--- config.mk ---
export PLATFORM = sky130hd
export DESIGN_NAME = pipe_stage_chain
export DESIGN_NICKNAME = d
export VERILOG_FILES = /design/src/rtl/pipe_stage_chain.sv
export SDC_FILE = /design/constraint.sdc
export NUM_CORES = 1
export LEC_CHECK = 0
export ABC_AREA = 1
export CAP_MARGIN = 10
export CORE_ASPECT_RATIO = 1.2
export CORE_UTILIZATION = 50
export CTS_CLUSTER_DIAMETER = 60
export CTS_CLUSTER_SIZE = 40
export DETAILED_ROUTE_END_ITERATION = 6
export GPL_TIMING_DRIVEN = 0
export MAX_ROUTING_LAYER = met4
export PLACE_DENSITY = 0.77
export SLEW_MARGIN = 20
export SYNTH_ARGS = -nofsm -noshare
export SYNTH_HDL_FRONTEND = slang
export SYNTH_SLANG_ARGS = --single-unit
export TNS_END_PERCENT = 1
--- constraint.sdc ---
create_clock -name clk -period 1.4 [get_ports clk]
set_input_delay 0.14 -clock clk [delete_from_list [all_inputs] [get_ports clk]]
set_output_delay 0.14 -clock clk [all_outputs]
set_load 0.03 [all_outputs]
--- src/rtl/pipe_stage_chain.sv ---
// ============================================================================
//  Module   : pipe_stage_chain
//  Purpose  : Multi-stage valid/ready register chain with bubble collapsing,
//             synchronous flush and an occupancy count.
//  Revision : 1.0
// ============================================================================
`default_nettype none

module pipe_stage_chain #(
  parameter  int WIDTH = 64,
  parameter  int DEPTH = 2,
  localparam int CNT_W = $clog2(DEPTH + 1)
) (
  input  logic             clk,
  input  logic             reset,
  input  logic             flush,
  input  logic             in_valid,
  input  logic [WIDTH-1:0] in_data,
  output logic             in_ready,
  output logic             out_valid,
  output logic [WIDTH-1:0] out_data,
  input  logic             out_ready,
  output logic [CNT_W-1:0] occupancy
);

  logic [DEPTH-1:0]            r_v;
  logic [DEPTH-1:0][WIDTH-1:0] r_data;
  logic [DEPTH-1:0]            w_adv;
  logic [DEPTH-1:0]            w_src_v;
  logic [DEPTH-1:0][WIDTH-1:0] w_src_d;
  logic [CNT_W-1:0]            w_occ;

  // A stage may advance when it is empty or the stage ahead of it advances,
  // which lets bubbles close even while the output is stalled.
  for (genvar k = 0; k < DEPTH; k++) begin : g_stage
    if (k == DEPTH - 1) begin : g_tail
      assign w_adv[k] = !r_v[k] | out_ready;
    end else begin : g_mid
      assign w_adv[k] = !r_v[k] | w_adv[k+1];
    end

    if (k == 0) begin : g_head
      assign w_src_v[k] = in_valid;
      assign w_src_d[k] = in_data;
    end else begin : g_body
      assign w_src_v[k] = r_v[k-1];
      assign w_src_d[k] = r_data[k-1];
    end
  end

  always_ff @(posedge clk or negedge reset) begin
    if (!reset) begin
      r_v    <= '0;
      r_data <= '0;
    end else if (flush) begin
      r_v    <= '0;
      r_data <= '0;
    end else begin
      for (int k = 0; k < DEPTH; k++) begin
        if (w_adv[k]) begin
          r_v[k] <= w_src_v[k];
          if (w_src_v[k]) begin
            r_data[k] <= w_src_d[k];
          end
        end
      end
    end
  end

  always_comb begin
    w_occ = '0;
    for (int k = 0; k < DEPTH; k++) begin
      w_occ = w_occ + CNT_W'(r_v[k]);
    end
  end

  assign in_ready  = w_adv[0] & !flush;
  assign out_valid = r_v[DEPTH-1] & !flush;
  assign out_data  = r_data[DEPTH-1];
  assign occupancy = w_occ;

endmodule

`default_nettype wire

; Yosys cells after proc, flatten, opt, wreduce, memory -nomap -nowiden
; Cells that the tools add are included.
[word_totals]
reg_bits = 130
in_bits = 69
output_inout_bits = 68
elab_cells = 26
[op_classes]
addsub = 1
mux = 8
n_bitwise = 4
reduce_logical = 9
[op_table]
columns = cell, n
row1 = $mux W64, 4
row2 = $mux W128, 1
row3 = $reduce_bool A2 Y1, 4
row4 = $reduce_and A2 Y1, 2
row5 = $logic_not A1 Y1, 3
row6 = $add A1 B1 Y2, 1
row7 = $and A1 B1 Y1, 2
row8 = $mux W1, 2
row9 = $mux W2, 1
row10 = $or A1 B1 Y1, 2

; Logic depth before layout (Yosys ltp)
; Gate-level depths: netlist (run 1).
[depth]
depth_word = 5
mapped_depth = 7
mapped_depth_nobuf = 5

; Least setup slack after synthesis (run 1)
; Ideal clock, no wire load.
[synth_timing]
kind = register -> output
from = reg r_v[0]
to = out in_ready
arrival_ns = 1.050
required_ns = 1.260
slack_ns = 0.210
path_stages_with_launch = 5
path_buffers = 1
cell_sequence = dfrtp_1 nand3_2 clkbuf_1 nand2_1 inv_1
[synth_via]
elab_chain_len = 3
[synth_rtl]
columns = item, line
row1 = "start, declared", 26  ; logic [DEPTH-1:0] r_v;
row2 = "start signal, assigned by index", 61  ; r_v[k] <= w_src_v[k];
row3 = $logic_not A1 Y1, 39  ; assign w_adv[k] = !r_v[k] | w_adv[k+1];
row4 = $or A1 B1 Y1, 39
row5 = $and A1 B1 Y1, 77  ; assign in_ready = w_adv[0] & !flush;
row6 = "end, declared", 19  ; output logic in_ready,
; Every way passes these cells.

; Worst setup path in the final report (run 1)
[layout_timing]
from = reg r_v[1]
to = out occupancy[0]
[layout_via]
elab_chain_len = 1
[layout_rtl]
columns = item, line
row1 = $add A1 B1 Y2, 73  ; w_occ = w_occ + CNT_W'(r_v[k]);
row2 = "end, declared", 23  ; output logic [CNT_W-1:0] occupancy
; Every way passes these cells.

==> results of run 1 <==
==> routing by layer <==
| layer | up-vias | global-route usage, % | part of all wire [%] |
|---|---|---|---|
| li1 | 2422 | - | - |
| met1 | 2511 | 34.02 | 40 |
| met2 | 191 | 43.16 | 51 |
| met3 | 35 | 4.934 | 5.6 |
| met4 | 0 | 11.23 | 2.6 |
| met5 | - | - | 0 |
==> final timing paths <==
kind	from	end	slack [ns]	cells past startpoint
min in group asynchronous	reset	out_data[15]	0.28	2
setup / recovery	r_v[1]	occupancy[0]	-0.06	2
setup reg to reg	r_v[1]	out_data[41]	0.06	5
hold / removal	flush	r_v[0]	0.09	2
hold reg to reg	r_data[21]	r_data[21]	0.50	2
max in group asynchronous	reset	r_v[0]	0.39	3
==> report_power, final <==
part | internal, mW | switching, mW
Clock | 3.05 | 1.58
Sequential | 3.92 | 0.0940
Combinational | 0.466 | 0.598
==> final cells by class <==
type	instances	area, µm²
fillers	883	3495
flip-flops and latches	130	3256
multi-input cells	330	1680
repair buffers	140	1250
plain buffers	118	817.0
clock buffers	21	460.4
inverters	68	255.2
well taps	157	196.4
clock inverters	10	157.7
==> synth_stat cells <==
library cell	number	area share, %
sky130_fd_sc_hd__inv_1	67	4.2
sky130_fd_sc_hd__buf_6	7	1.3
sky130_fd_sc_hd__dfrtp_1	130	55
sky130_fd_sc_hd__nor2_1	1	0.063
sky130_fd_sc_hd__ha_1	1	0.21
sky130_fd_sc_hd__o21ai_0	62	5.2
sky130_fd_sc_hd__nand2_1	67	4.2
sky130_fd_sc_hd__nand3_1	128	11
sky130_fd_sc_hd__nand3_2	2	0.34
sky130_fd_sc_hd__o21ai_1	3	0.25
sky130_fd_sc_hd__clkbuf_1	5	0.31
sky130_fd_sc_hd__buf_1	6	0.38
sky130_fd_sc_hd__nand2_2	1	0.11
sky130_fd_sc_hd__inv_2	1	0.063
sky130_fd_sc_hd__buf_2	37	3.1
sky130_fd_sc_hd__a21oi_1	1	0.084
sky130_fd_sc_hd__buf_4	64	8.1
sky130_fd_sc_hd__nand4_1	64	6.7
==> critical path: cells and delay by family (launching register included) <==
kind | cells | cell delay, ns
flip-flops | 1 | 0.45
buffers and inverters | 1 | 0.14
adder cells (fa/ha/maj) | 1 | 0.31
==> through the flow <==
stage | utilization, % | hold slack, ns | setup slack (ns)
floorplan | - | -0.1556 | 0.2098
global placement | 64.99 | 0.4841 | -4.647
detailed placement | 65.24 | 0.1726 | -0.8514
CTS | 69.55 | 0.2844 | -0.06836
global route | 69.79 | 0.09410 | -0.07828
finish | 69.79 | 0.09376 | -0.06298
==> registers in the layout, indices dropped and copies added, names as in the netlist <==
name	flops
out_data	64
r_v	2
r_data	64
==> logic make-up (layout without fill, tap and decap cells) <==
family	after synthesis	after routing	synth area share, %
AND/OR/NAND/NOR	263	263	22.19
buffers and inverters	187	357	17.47
flip-flops	130	130	54.59
AO/OA/AOI/OAI	66	66	5.543
adder cells (fa/ha/maj)	1	1	0.2099
==> timing repair <==
action / in CTS / in global routing
pin swaps: 1 / 1
setup endpoints to repair: 69 / 43
buffers inserted: 2 / 0
gates resized for setup: 161 / 17
endpoints found under the hold margin: 65 / 0
hold buffers: 1 / 0
==> metrics.txt, run 1 <==
number of global-route vias before repair 5,034; post-detailed-route via-to-cell ratio 5.297; post-synthesis instance total 647; leading cell types in the layout, fill and taps excluded 131 x sky130_fd_sc_hd__buf_4, 128 x sky130_fd_sc_hd__nand3_1, 128 x sky130_fd_sc_hd__dfrtp_1; sum of negative setup slack -0.08978 ns; final standard cell area without fillers 8073 µm²; fraction of final layout cells sized beyond drive strength 1 26.68%; GRT overflow 0; number of antenna diodes 0; synthesized area per cell 9.211 µm²; Skew-Pair Late Insertion Delay 0.42 ns; run status complete, but fails checks; total global-route track usage 27.07%; master of the slowest instance on the critical path sky130_fd_sc_hd__dfrtp_2; RSZ-0062 raised after global routing yes; fin nets 875; CP Launch Type flop; Rows 43; Synth Warn # 0; number of optimization iterations in the first detailed-route pass 5; Iter 0 DRT Violations 358; DRC violations left 0; count of distinct cell types in the synthesized netlist 18; level count of the clock H-tree 4; final RePlAce weighted congestion 0.8521; maximum fanout count along the critical path 4; worst min path class in -> reg; net count after synthesis 717; final routed wire length divided by cell count 15.60 µm; maximum number of pins on one net before global-route repair 67; min setup slack post-route -0.06298 ns; critical path arrival 1.32 ns; Worst IR Drop VDD 701.8 µV; max_slew headroom 59.21%; sinks on the clock net 130; maximum capacitance violations 0; Highest Clock Rate 0.6835 GHz; most common library cell in the layout ignoring fill and taps sky130_fd_sc_hd__buf_4; final critical path time including I/O delays and setup 1.463 ns; TritonCTS clock tree built; FF+latch count, synth 130; number of buffers created by CTS 17; CP Cell Sequence ha_1 > buf_6; overall power 9.701 mW; worst setup skew after layout 0.01011 ns; clock root buffer sky130_fd_sc_hd__clkbuf_16; final setup vio count 2; placed standard-cell area 7546 µm²; delay of the slowest cell on the worst path 0.45 ns; Antenna Nets Post-Route 0; share of the cycle needed by the critical path after routing 104.5%; final std cells w/o fill 974; Hold Violations, Final 0; clock slew at reported path FFs 0.05 ns; sequential element share of the synthesized area 54.59%; I/O Buffers 136; power density over cell area 1202 nW/µm²; transition at the pin with the smallest max-transition slack 0.6119 ns; buffers from clock root to sink, at most 2; floorplan die width 101.7 µm; total placed cells including tap cells 941; height of the die 121.6 µm; number of ports placed on the die boundary 137; required arrival time at the worst endpoint 1.26 ns; die outline area 12,360 µm²; dpl hpwl 10,290 µm; violations in the final reports negative setup slack; leakage dissipation 4.080 nW; number of vias after detailed routing 5,159; starting utilization of the core area 51.52%; placeable core region 11,570 µm²; wirelength, routed 15,200 µm; final slew viol count 0; wire length of the first global-routing pass 24,560 µm; Layout Area Growth over Synthesis 35.46%; class of the most critical setup path reg -> out; critical path endpoint category output pin; number of antenna violations at the first check in global routing 0; combined area of all synthesized cells 5959 µm²
(Power assumes the default switching activity.)
==> run 2: changes to the inputs <==
==> constraint.sdc (replaced) <==
create_clock -name clk -period 1.65 [get_ports clk]
set_input_delay 0.165 -clock clk [delete_from_list [all_inputs] [get_ports clk]]
set_output_delay 0.165 -clock clk [all_outputs]
set_load 0.03 [all_outputs]
==> run 2 against run 1 <==
Against the previous run: worst hold slack worse by 0.030 ns; clock skew fell by 0.0020 ns; cell count is 0.21% higher; the run now ends clean; critical endpoint unchanged; sequential power shrank 15%; final area fell by 0.15%.
==> metrics.txt, run 2 (synthesized netlist as in run 1, its figures left out) <==
run status finished, final reports clean; Worst IR Drop VDD 588.9 µV; final RePlAce weighted congestion 0.8521; floorplan die width 101.7 µm; final std cells w/o fill 976; fraction of final layout cells sized beyond drive strength 1 26.25%; final critical path time including I/O delays and setup 1.630 ns; GRT overflow 0; post-place setup slack -0.6514 ns; switching power 1.917 mW; delay of the slowest cell on the worst path 0.46 ns; power density over cell area 1019 nW/µm²; number of vias after detailed routing 5,147; buffers from clock root to sink, at most 2; number of ports placed on the die boundary 137; leading cell types in the layout, fill and taps excluded 133 x sky130_fd_sc_hd__buf_4, 128 x sky130_fd_sc_hd__nand3_1, 128 x sky130_fd_sc_hd__dfrtp_1, 67 x sky130_fd_sc_hd__inv_1, 67 x sky130_fd_sc_hd__nand2_1; required arrival time at the worst endpoint 1.48 ns; starting utilization of the core area 51.52%; maximum fanout count along the critical path 4; final setup vio count 0; wirelength, routed 15,150 µm; number of buffers created by CTS 17; total placed cells including tap cells 941; share of the cycle needed by the critical path after routing 98.81%; transition at the pin with the smallest max-transition slack 0.6165 ns; dpl hpwl 10,290 µm; number of filler cells placed in the layout 889; critical path endpoint category output pin; total global-route track usage 26.95%; die outline area 12,360 µm²; worst setup skew after layout 0.008160 ns; Iter 0 DRT Violations 356; critical path arrival 1.47 ns; class of the most critical setup path reg -> out; number of antenna diodes 0; TritonCTS clock tree built; RSZ-0062 raised after global routing yes; most common library cell in the layout ignoring fill and taps sky130_fd_sc_hd__buf_4; max_slew headroom 58.90%; net switching fraction of the power 23.34%; clock slew at reported path FFs 0.05 ns; Rows 43; Antenna Nets Post-Route 0; overall power 8.216 mW; clock group share of total power 47.7%; level count of the clock H-tree 4; worst min path class in -> reg; placeable core region 11,570 µm²; count of buffer and inverter cells on the critical path 1; Hold Violations, Final 0; clock root buffer sky130_fd_sc_hd__clkbuf_16; Combinational Power Share 10.8%; post-detailed-route via-to-cell ratio 5.274; fin nets 877; DRC violations left 0; I/O Buffers 136; sinks on the clock net 130; Layout Area Growth over Synthesis 35.25%; CP delay by family, top flip-flops; number of global-route vias before repair 5,026; total internal power 6.299 mW; CP Launch Type flop; min setup slack post-route 0.01971 ns; leakage dissipation 4.075 nW; final routed wire length divided by cell count 15.52 µm; final hold slack 0.06384 ns; number of antenna violations at the first check in global routing 0; height of the die 121.6 µm; Highest Clock Rate 0.6134 GHz; number of optimization iterations in the first detailed-route pass 5; Skew-Pair Late Insertion Delay 0.42 ns; worst flop-to-flop path startpoint r_v[1]; master of the slowest instance on the critical path sky130_fd_sc_hd__dfrtp_2; startpoint of the most critical setup path r_v[0]; maximum number of pins on one net before global-route repair 67; beginning of the worst hold path flush; wire length of the first global-routing pass 24,500 µm; final slew viol count 0; CP Cell Sequence ha_1 > clkdlybuf4s15_2; register share of total power 41.4%; maximum capacitance violations 0
==> run 2: cell count changes in the layout (fill, tap and decap cells not counted), moves of 2 or more <==
cell                            previous run  this run
sky130_fd_sc_hd__clkbuf_4                  6         0
sky130_fd_sc_hd__o21ai_0                  59        62
sky130_fd_sc_hd__buf_2                    30        35
sky130_fd_sc_hd__dlygate4sd2_1             0         2
sky130_fd_sc_hd__buf_4                   131       133
sky130_fd_sc_hd__buf_6                    11         9
sky130_fd_sc_hd__o21ai_1                   6         3
==> run 2: what timing repair did <==
action                     in CTS  in global routing
resized for setup              73                  6
hold buffers                    1                  0
setup endpoints to repair      68                  3
setup buffers                   0                  5
hold endpoints to repair       65                  0
pin swaps                       0                  1
==> run 2: power by group through the flow <==
stage | combinational (mW) | sequential [mW] | clock [mW]
final | 0.891 | 3.40 | 3.92
after global routing | 0.970 | 3.41 | 4.14
after CTS | 0.892 | 3.40 | 3.95
after detailed placement | 0.901 | 3.45 | 0
after global placement | 0.873 | 3.45 | 0
after floorplan | 0.468 | 3.43 | 0
==> run 2: final cells by class <==
cell class	count	area [µm²]	area share [%]
timing repair buffer	143	1279	15.86
inverter	68	255.2	3.167
buffer	117	783.3	9.717
multi-input combinational	330	1673	20.75
clock inverter	10	157.7	1.956
clock buffer	21	460.4	5.713
sequential	130	3256	40.39
tap	157	196.4	2.437
==> run 2: worst reg2reg max path, cell delays in order (launching register included) <==
cell                      delay, ns
sky130_fd_sc_hd__dfrtp_2       0.45
sky130_fd_sc_hd__nand3_4       0.14
sky130_fd_sc_hd__buf_4         0.13
sky130_fd_sc_hd__buf_2         0.22
sky130_fd_sc_hd__buf_2         0.27
sky130_fd_sc_hd__nand4_1       0.13
sky130_fd_sc_hd__nand2_1       0.11
==> run 2: per-stage QoR <==
step                      area [µm²]  utilization [%]   TNS (ns)
after floorplan                 5959                -          0
after global placement          7517            64.99    -574.78
after detailed placement        7546            65.24     -1.461
after CTS                       8008            69.23    -0.1023
after global routing            8060            69.68  -0.002206
final                           8060            69.68          0
==> run 2: final timing paths <==
kind                           endpoint  slack [ns]  depth (start not counted)
setup / recovery           occupancy[0]        0.02                          2
hold / removal                   r_v[0]        0.06                          2
setup reg to reg              r_data[8]        0.14                          6
hold reg to reg              r_data[21]        0.50                          2
max in group asynchronous        r_v[0]        0.63                          3
min in group asynchronous  out_data[15]        0.29                          2
==> run 2: metal layers <==
metal,part of all wire (%),up-vias,global-route usage [%]
met5,0,-,-
met4,2.3,0,10.24
met1,41,2491,34.00
li1,-,2427,-
met3,5.6,31,5.278
met2,51,198,42.99
==> run 3: changes to the inputs <==
--- a/config.mk
+++ b/config.mk
@@ -15,6 +15,7 @@
 export GPL_TIMING_DRIVEN = 0
 export MAX_ROUTING_LAYER = met4
 export PLACE_DENSITY = 0.77
+export REMOVE_ABC_BUFFERS = 1
 export SLEW_MARGIN = 20
 export SYNTH_ARGS = -nofsm -noshare
 export SYNTH_HDL_FRONTEND = slang
==> run 3 against run 2 <==
Against the previous run: the flow now finishes with violations (negative setup slack); first-iteration DRC count up 12%; sequential cell count unchanged; combinational power down 5.8%; maximum frequency down 2.4%; critical path depth unchanged; cell count down 11%; via count down 5.0%.
==> metrics.txt, run 3 (synthesized netlist as in run 1, its figures left out) <==
CP Launch Type flop; final hold slack 0.2037 ns; clock slew at reported path FFs 0.06 ns; total placed cells including tap cells 823; Antenna Nets Post-Route 0; maximum capacitance violations 0; delay of the slowest cell on the worst path 0.58 ns; die outline area 12,360 µm²; transition at the pin with the smallest max-transition slack 0.8393 ns; final setup vio count 1; height of the die 121.6 µm; wire length of the first global-routing pass 23,860 µm; final slew viol count 0; setup slack of the worst register-to-register path 0.03 ns; violations in the final reports negative setup slack; leading cell types in the layout, fill and taps excluded 128 x sky130_fd_sc_hd__nand3_1, 128 x sky130_fd_sc_hd__dfrtp_1, 106 x sky130_fd_sc_hd__clkdlybuf4s50_1, 67 x sky130_fd_sc_hd__inv_1, 65 x sky130_fd_sc_hd__nand2_1; number of vias after detailed routing 4,888; run status complete, but fails checks; Skew-Pair Late Insertion Delay 0.40 ns; RSZ-0062 raised after global routing yes; number of antenna diodes 0; starting utilization of the core area 51.52%; net switching fraction of the power 23.64%; share of the cycle needed by the critical path after routing 101.3%; Iter 0 DRT Violations 397; total global-route track usage 26.50%; Rows 43; Layout Area Growth over Synthesis 29.14%; fin nets 765; min setup slack post-route -0.02066 ns; number of antenna violations at the first check in global routing 0; clock group share of total power 49.2%; overall power 8.355 mW; worst flop-to-flop path startpoint r_v[1]; DRC violations left 0; post-detailed-route via-to-cell ratio 5.651; number of optimization iterations in the first detailed-route pass 5; placeable core region 11,570 µm²; worst setup skew after layout 0.006287 ns; required arrival time at the worst endpoint 1.48 ns; power density over cell area 1086 nW/µm²; class of the most critical setup path reg -> out; number of global-route vias before repair 4,609; maximum number of pins on one net before global-route repair 73; CP delay by family, top flip-flops; number of filler cells placed in the layout 911; dpl hpwl 7169 µm; TritonCTS clock tree built; critical path endpoint category output pin; wirelength, routed 15,520 µm; buffers from clock root to sink, at most 2; clock root buffer sky130_fd_sc_hd__clkbuf_16; number of buffers created by CTS 17; Highest Clock Rate 0.5986 GHz; level count of the clock H-tree 4; Worst IR Drop VDD 649.9 µV; critical path arrival 1.51 ns; register share of total power 40.8%; critical register-to-register path endpoint out_data[15]; fraction of final layout cells sized beyond drive strength 1 7.910%; count of buffer and inverter cells on the critical path 1; worst min path class in -> reg; CP Cell Sequence ha_1 > clkbuf_4; sinks on the clock net 130; I/O Buffers 136; leakage dissipation 3.884 nW; final RePlAce weighted congestion 0.7400; final routed wire length divided by cell count 17.94 µm; max_slew headroom 44.04%; sum of negative setup slack -0.02066 ns; total internal power 6.380 mW; GRT overflow 0; master of the slowest instance on the critical path sky130_fd_sc_hd__dfrtp_4; beginning of the worst hold path flush; Hold Violations, Final 0; switching power 1.975 mW; final critical path time including I/O delays and setup 1.671 ns; maximum fanout count along the critical path 7; floorplan die width 101.7 µm; number of ports placed on the die boundary 137; worst hold stages 2; Combinational Power Share 10.0%; endpoint of the worst hold-timing path r_v[0]; worst reg2reg path depth 3; final std cells w/o fill 865
## run 3: changes by cell type in the layout (fill, tap and decap cells not counted), moves of 8 or more
cell,delta
sky130_fd_sc_hd__buf_4,-132
sky130_fd_sc_hd__clkdlybuf4s50_1,+40
sky130_fd_sc_hd__buf_2,-33
sky130_fd_sc_hd__dlymetal6s2s_1,+21
sky130_fd_sc_hd__o21ai_0,-8
sky130_fd_sc_hd__o21ai_1,+8
## run 3: how the worst max path moves through the flow
stage / from / endpoint / slack [ns] / cells after the start
final: r_v[0] / occupancy[0] / -0.02 / 2
after detailed placement: out_ready / r_data[48] / -0.95 / 6
after CTS: flush / in_ready / -0.17 / 6
after global placement: reset / r_data[36] / -4.49 / 1
after floorplan: flush / out_data[0] / -1.55 / 3
after global routing: r_v[0] / occupancy[0] / -0.06 / 2
## run 3: final cells by class
type / instances / area (µm²) / area share (%)
Sequential cell: 130 / 3258 / 42.33
Multi-Input combinational cell: 334 / 1778 / 23.10
Timing Repair Buffer: 141 / 1504 / 19.54
Clock buffer: 19 / 442.9 / 5.755
Inverter: 68 / 281.5 / 3.658
Clock inverter: 13 / 209.0 / 2.715
Tap cell: 157 / 196.4 / 2.552
Timing Repair inverter: 3 / 26.28 / 0.3414
## run 3: power by group through the flow
stage	registers, mW	logic [mW]	clock network (mW)
finish	3.41	0.839	4.11
global route	3.42	0.913	4.29
CTS	3.40	0.833	4.16
detailed placement	3.45	0.781	0
global placement	3.44	0.750	0
floorplan	3.51	0.259	0
## run 3: metrics by stage
stage	setup slack (ns)	instance area (µm²)	utilization, %
floorplan	-1.550	5174	-
finish	-0.02066	7696	66.53
detailed placement	-0.9528	6820	58.96
global route	-0.05893	7696	66.53
CTS	-0.1735	7615	65.83
global placement	-4.485	6731	58.19
## run 3: routing by layer
metal / vias to the layer above / wire (µm) / GRT usage, %
li1: 2219 / - / -
met1: 2402 / 6231 / 34.70
met2: 249 / 7860 / 40.79
met3: 18 / 1230 / 5.278
met4: 0 / 194 / 9.964
met5: - / 0 / -
## run 3: timing repair
action | in CTS | in global routing
gates cloned | 6 | 2
resized for setup | 21 | 40
hold buffers | 1 | 0
pin swaps | 2 | 2
setup buffers | 1 | 0
endpoints found under the hold margin | 71 | 0
setup endpoints to repair | 135 | 94
==> variant 1, RTL diff (flow settings as in run 3) <==
Reset style: synchronous (`reset`), changed in one clocked block.
--- a/src/rtl/pipe_stage_chain.sv
+++ b/src/rtl/pipe_stage_chain.sv
@@ -48,7 +48,7 @@
     end
   end
 
-  always_ff @(posedge clk or negedge reset) begin
+  always_ff @(posedge clk) begin
     if (!reset) begin
       r_v    <= '0;
       r_data <= '0;
Check against the original RTL: differs if reset is asserted again (counterexample within 4 cycles, from zero or initial values and one cycle with reset low); with reset held inactive, the same outputs for 4 cycles.
==> variant 1 against run 3 <==
Maximum frequency grew 3.0%; combinational power rose by 2%; routed wire length down 15%; final area down 0.44%; die area rose by 2.0%; clock power is 16% lower; total power down 9.2%; setup slack better by 0.049 ns; via count increased by 3.6%; area after synthesis grew 2.1%; sequential cell count stayed put; critical path type is now in2reg.
==> variant 1: results (changes against run 3) <==
\begin{tabular}{lr}
\hline
Metric & Value \\
\hline
\multicolumn{2}{l}{\textbf{Global routing}} \\
\quad First-pass GRT wire length & 20.8 mm (-13\%) \\
\quad Pin count of the biggest net entering global routing & 103 (+41\%) \\
\quad All-Layer GR Usage & 21.6\% (-4.9 points) \\
\quad Initial antenna violation count & 0 (unchanged) \\
\quad Via count of the first global-routing pass & 4437 (-3.7\%) \\
\multicolumn{2}{l}{\textbf{Synth}} \\
\quad Fraction of the yosys area taken by sequential cells & 42.8\% (-12 points) \\
\quad Commonest cells in the synthesized netlist & sky130\_fd\_sc\_hd\_\_nor2\_1, sky130\_fd\_sc\_hd\_\_nand2\_1, sky130\_fd\_sc\_hd\_\_dfxtp\_1 \\
\quad Post-synthesis async set-or-reset flop share & 0\% (-100 points) \\
\quad Predominant post-synthesis flop cell & sky130\_fd\_sc\_hd\_\_dfxtp\_1 \\
\quad Cell variety after synth & 16 (-2) \\
\quad Ranking of synthesized cells by area & sky130\_fd\_sc\_hd\_\_dfxtp\_1, sky130\_fd\_sc\_hd\_\_nor2\_1, sky130\_fd\_sc\_hd\_\_nand2\_1 \\
\quad Count of warnings emitted by yosys & 0 (unchanged) \\
\multicolumn{2}{l}{\textbf{Timing}} \\
\quad Number of failing setup endpoints in the final timing report & 0 (-1) \\
\quad Post-route clock skew & 0.00528 ns (-0.00101 ns) \\
\quad Least-Margin Pin Slew & 0.775 ns (-0.0643 ns) \\
\multicolumn{2}{l}{\textbf{Worst setup path}} \\
\quad Maximum fanout count along the critical path & 22 (+15) \\
\quad Worst endpoint data arrival time & 1.96 ns (+0.45 ns) \\
\quad Cell with the largest stage delay on the worst path & sky130\_fd\_sc\_hd\_\_a21oi\_4 \\
\quad Max stage delay on crit path & 0.56 ns (-0.02 ns) \\
\multicolumn{2}{l}{\textbf{Route}} \\
\quad Via/cell ratio & 4.76 (-16\%) \\
\quad First DRT Iteration DRCs & 176 (-56\%) \\
\quad Drt first pass iters & 4 (-1) \\
\quad Final wirelength & 13.2 mm (-15\%) \\
\multicolumn{2}{l}{\textbf{Power}} \\
\quad Peak VDD IR & 0.000519 V (-20\%) \\
\quad Static power due to leakage & 3.26 nW (-16\%) \\
\multicolumn{2}{l}{\textbf{Place}} \\
\quad RD Place Congestion & 0.742 (+0.32\%) \\
\quad Placed wire-length estimate after detailed placement & 7.49 mm (+4.5\%) \\
\quad Post-place setup slack & -0.761 ns (+0.192 ns) \\
\multicolumn{2}{l}{\textbf{Status}} \\
\quad Run status & complete, no violations \\
\multicolumn{2}{l}{\textbf{Cells and area}} \\
\quad Layout cell share with drive strength beyond 1 & 5.96\% (-1.9 points) \\
\quad Nets & 964 (+26\%) \\
\multicolumn{2}{l}{\textbf{Clocking}} \\
\quad Maximum level of the CTS H-tree & 4 (unchanged) \\
\hline
\end{tabular}
## variant 1: cells by family after synthesis
group,count (synthesis),synth area share (%)
AO/OA/AOI/OAI,67,5.70
adder cells (fa/ha/maj),1,0.206
buffers and inverters,197,18.0
flip-flops,130,42.8
AND/OR/NAND/NOR,453,33.3
## variant 1: where the power goes
group          switching, mW  internal (mW)  leakage (nW)
combinational          0.433          0.424          1.93
clock                   1.27           2.17         0.271
sequential            0.0503           3.24          1.06
## variant 1: final timing paths
check	start	end	slack (ns)	cells after the start
worst max register to register	r_v[0]$_SDFFE_PP0P_	out_data[24]$_SDFFE_PP0P_	0.17	5
worst min-delay path	in_valid	r_data[39]$_SDFFE_PP0P_	0.20	3
worst min register to register	r_data[63]$_SDFFE_PP0P_	r_data[63]$_SDFFE_PP0P_	0.47	2
worst max-delay path	out_ready	out_data[24]$_SDFFE_PP0P_	0.03	7
## variant 1: metal layers
| metal | global-route usage [%] | vias up | part of all wire (%) |
|---|---|---|---|
| li1 | - | 2669 | - |
| met1 | 24.9 | 2279 | 44 |
| met2 | 37.0 | 104 | 52 |
| met3 | 4.21 | 11 | 3.0 |
| met4 | 7.95 | 0 | 1.4 |
| met5 | - | - | 0 |
## variant 1: through the flow
step / cells / instance area, sq um / hold WS [ns] / total power [mW]
2_1_floorplan: 722 / 5260 / 0.298 / 3.83
3_3_place_gp: 1015 / 6810 / 0.450 / 4.22
3_5_place_dp: 1022 / 7020 / 0.459 / 4.21
4_1_cts: 1056 / 7580 / 0.187 / 7.64
5_1_grt: 1063 / 7660 / 0.211 / 7.91
6_report: 1063 / 7660 / 0.199 / 7.59
## variant 1: layout make-up
| type | instances | area, sq um |
|---|---|---|
| flip-flops and latches | 130 | 2610 |
| inverters | 71 | 275 |
| multi-input cells | 523 | 2420 |
| clock buffers | 25 | 485 |
| clock inverters | 6 | 55.1 |
| repair buffers | 151 | 1620 |
| fillers | 1055 | 4070 |
| well taps | 157 | 196 |
## variant 1: critical path, delay by kind of cell
family / cells / cell delay (ns)
AOI/OAI and AO/OA: 1 / 0.56
and+or+nand+nor: 2 / 0.16
buffers and inverters: 4 / 1.06
## variant 1: timing repair
item / 4_1_cts / 5_1_grt
setup endpoints to repair: 49 / 56
gates resized for setup: 13 / 3
hold endpoints to repair: 0 / 0
pin swaps: 1 / 0
cloned: 2 / 1
buffers inserted: 1 / 6
==> variant 2, RTL diff (settings of run 3) <==
Without the edit above. The parameter `DEPTH` goes from 2 to 4.
--- a/src/rtl/pipe_stage_chain.sv
+++ b/src/rtl/pipe_stage_chain.sv
@@ -8,7 +8,7 @@
 
 module pipe_stage_chain #(
   parameter  int WIDTH = 64,
-  parameter  int DEPTH = 2,
+  parameter  int DEPTH = 4,
   localparam int CNT_W = $clog2(DEPTH + 1)
 ) (
   input  logic             clk,
Interface: changed (resized occupancy); port bits go from 137 to 138. The function was not compared with the original's and may differ.
==> variant 2 against run 3 <==
The run still ends with setup timing left; routed wire length up 63%; final cell count up 76%; setup slack worse by 0.54 ns; maximum frequency down 24%; sequential cell count up 130; combinational power up 39%; final area up 69%; clock skew up 0.015 ns; clock power down 1%; area after synthesis up 83%; critical path depth up 4; non-clock buffer count up 29; total power up 42%; largest power group is now sequential cells.
==> variant 2: results (changes against run 3) <==
\begin{tabular}{lr}
\hline
Metric & Value \\
\hline
\multicolumn{2}{l}{\textbf{Timing}} \\
\quad Total negative setup slack & -18.69 ns (-18.67 ns) \\
\quad Worst hold margin & 0.159 ns (-0.0445 ns) \\
\quad Relative slew slack & 44.6\% (+0.55 points) \\
\quad Worst setup margin & -0.557 ns (-0.537 ns) \\
\quad Number of failing setup endpoints in the final timing report & 117 (+116) \\
\multicolumn{2}{l}{\textbf{Global routing}} \\
\quad All-Layer GR Usage & 24.5\% (-1.9 points) \\
\quad Met2 GRT Util & 40.2\% (-0.62 points) \\
\quad Via count of the first global-routing pass & 8074 (+75\%) \\
\quad Pin count of the biggest net entering global routing & 101 (+38\%) \\
\multicolumn{2}{l}{\textbf{Cells and area}} \\
\quad Portion of the layout cell area used by non-clock buffers & 15.2\% (-4.4 points) \\
\quad Fraction of area in registers & 50.0\% (+7.6 points) \\
\quad Area of combinational cells with multiple inputs & 3360 sq um (+89\%) \\
\quad Nets & 1319 (+72\%) \\
\quad Non-clk invs & 76 (+7.0\%) \\
\quad Final sequential cell count & 260 (+100\%) \\
\multicolumn{2}{l}{\textbf{Place}} \\
\quad Placed standard-cell area & 12200 sq um (+79\%) \\
\quad Count of input and output buffers & 137 (+0.74\%) \\
\quad RD Place Congestion & 0.761 (+2.9\%) \\
\quad Placed wire-length estimate after detailed placement & 13.3 mm (+86\%) \\
\multicolumn{2}{l}{\textbf{Synth}} \\
\quad Ranking of synthesized cells by area & sky130\_fd\_sc\_hd\_\_dfrtp\_1, sky130\_fd\_sc\_hd\_\_nand2\_1, sky130\_fd\_sc\_hd\_\_nand3\_1 \\
\quad Gate Count Post-Synth & 1211 (+87\%) \\
\multicolumn{2}{l}{\textbf{Status}} \\
\quad Run status & finished, violations left \\
\quad Failing checks & setup timing \\
\multicolumn{2}{l}{\textbf{Worst setup path}} \\
\quad Cell with the largest stage delay on the worst path & sky130\_fd\_sc\_hd\_\_fa\_1 \\
\multicolumn{2}{l}{\textbf{Route}} \\
\quad First DRT Iteration DRCs & 502 (+26\%) \\
\multicolumn{2}{l}{\textbf{Clocking}} \\
\quad CTS Buf Count & 15 (-2) \\
\hline
\end{tabular}
## variant 2: changes by cell type in the layout (fill, tap and decap cells not counted), moves of 5 or more
cell | run 3 | this run
sky130_fd_sc_hd__o21ai_1 | 11 | 58
sky130_fd_sc_hd__nand3_1 | 128 | 189
sky130_fd_sc_hd__nand2_1 | 65 | 385
sky130_fd_sc_hd__buf_4 | 1 | 9
sky130_fd_sc_hd__o21ai_0 | 54 | 4
sky130_fd_sc_hd__bufinv_16 | 6 | 1
sky130_fd_sc_hd__dlygate4sd2_1 | 2 | 65
sky130_fd_sc_hd__buf_16 | 2 | 11
sky130_fd_sc_hd__clkdlybuf4s50_1 | 106 | 65
sky130_fd_sc_hd__dfrtp_1 | 128 | 260
sky130_fd_sc_hd__dlymetal6s2s_1 | 22 | 0
## variant 2: how the worst max path moves through the flow
| stage | startpoint | to | depth (start not counted) |
|---|---|---|---|
| 2_1_floorplan | flush | out_data[0]$_DFFE_PN0P_ | 4 |
| 3_3_place_gp | flush | out_data[39]$_DFFE_PN0P_ | 5 |
| 3_5_place_dp | flush | r_data[166]$_DFFE_PN0P_ | 9 |
| 4_1_cts | r_v[1]$_DFFE_PN0P_ | occupancy[1] | 6 |
| 5_1_grt | r_v[1]$_DFFE_PN0P_ | occupancy[1] | 6 |
| 6_report | r_v[1]$_DFFE_PN0P_ | occupancy[1] | 6 |
## variant 2: cells by family (layout without fill, tap and decap cells)
kind of cell | Yosys count | in the layout | synth area share, %
flip-flops | 260 | 260 | 59.6
buffers and inverters | 227 | 272 | 10.5
AND/OR/NAND/NOR | 652 | 652 | 26.2
AO/OA/AOI/OAI | 69 | 69 | 3.27
adder cells (fa/ha/maj) | 3 | 3 | 0.412
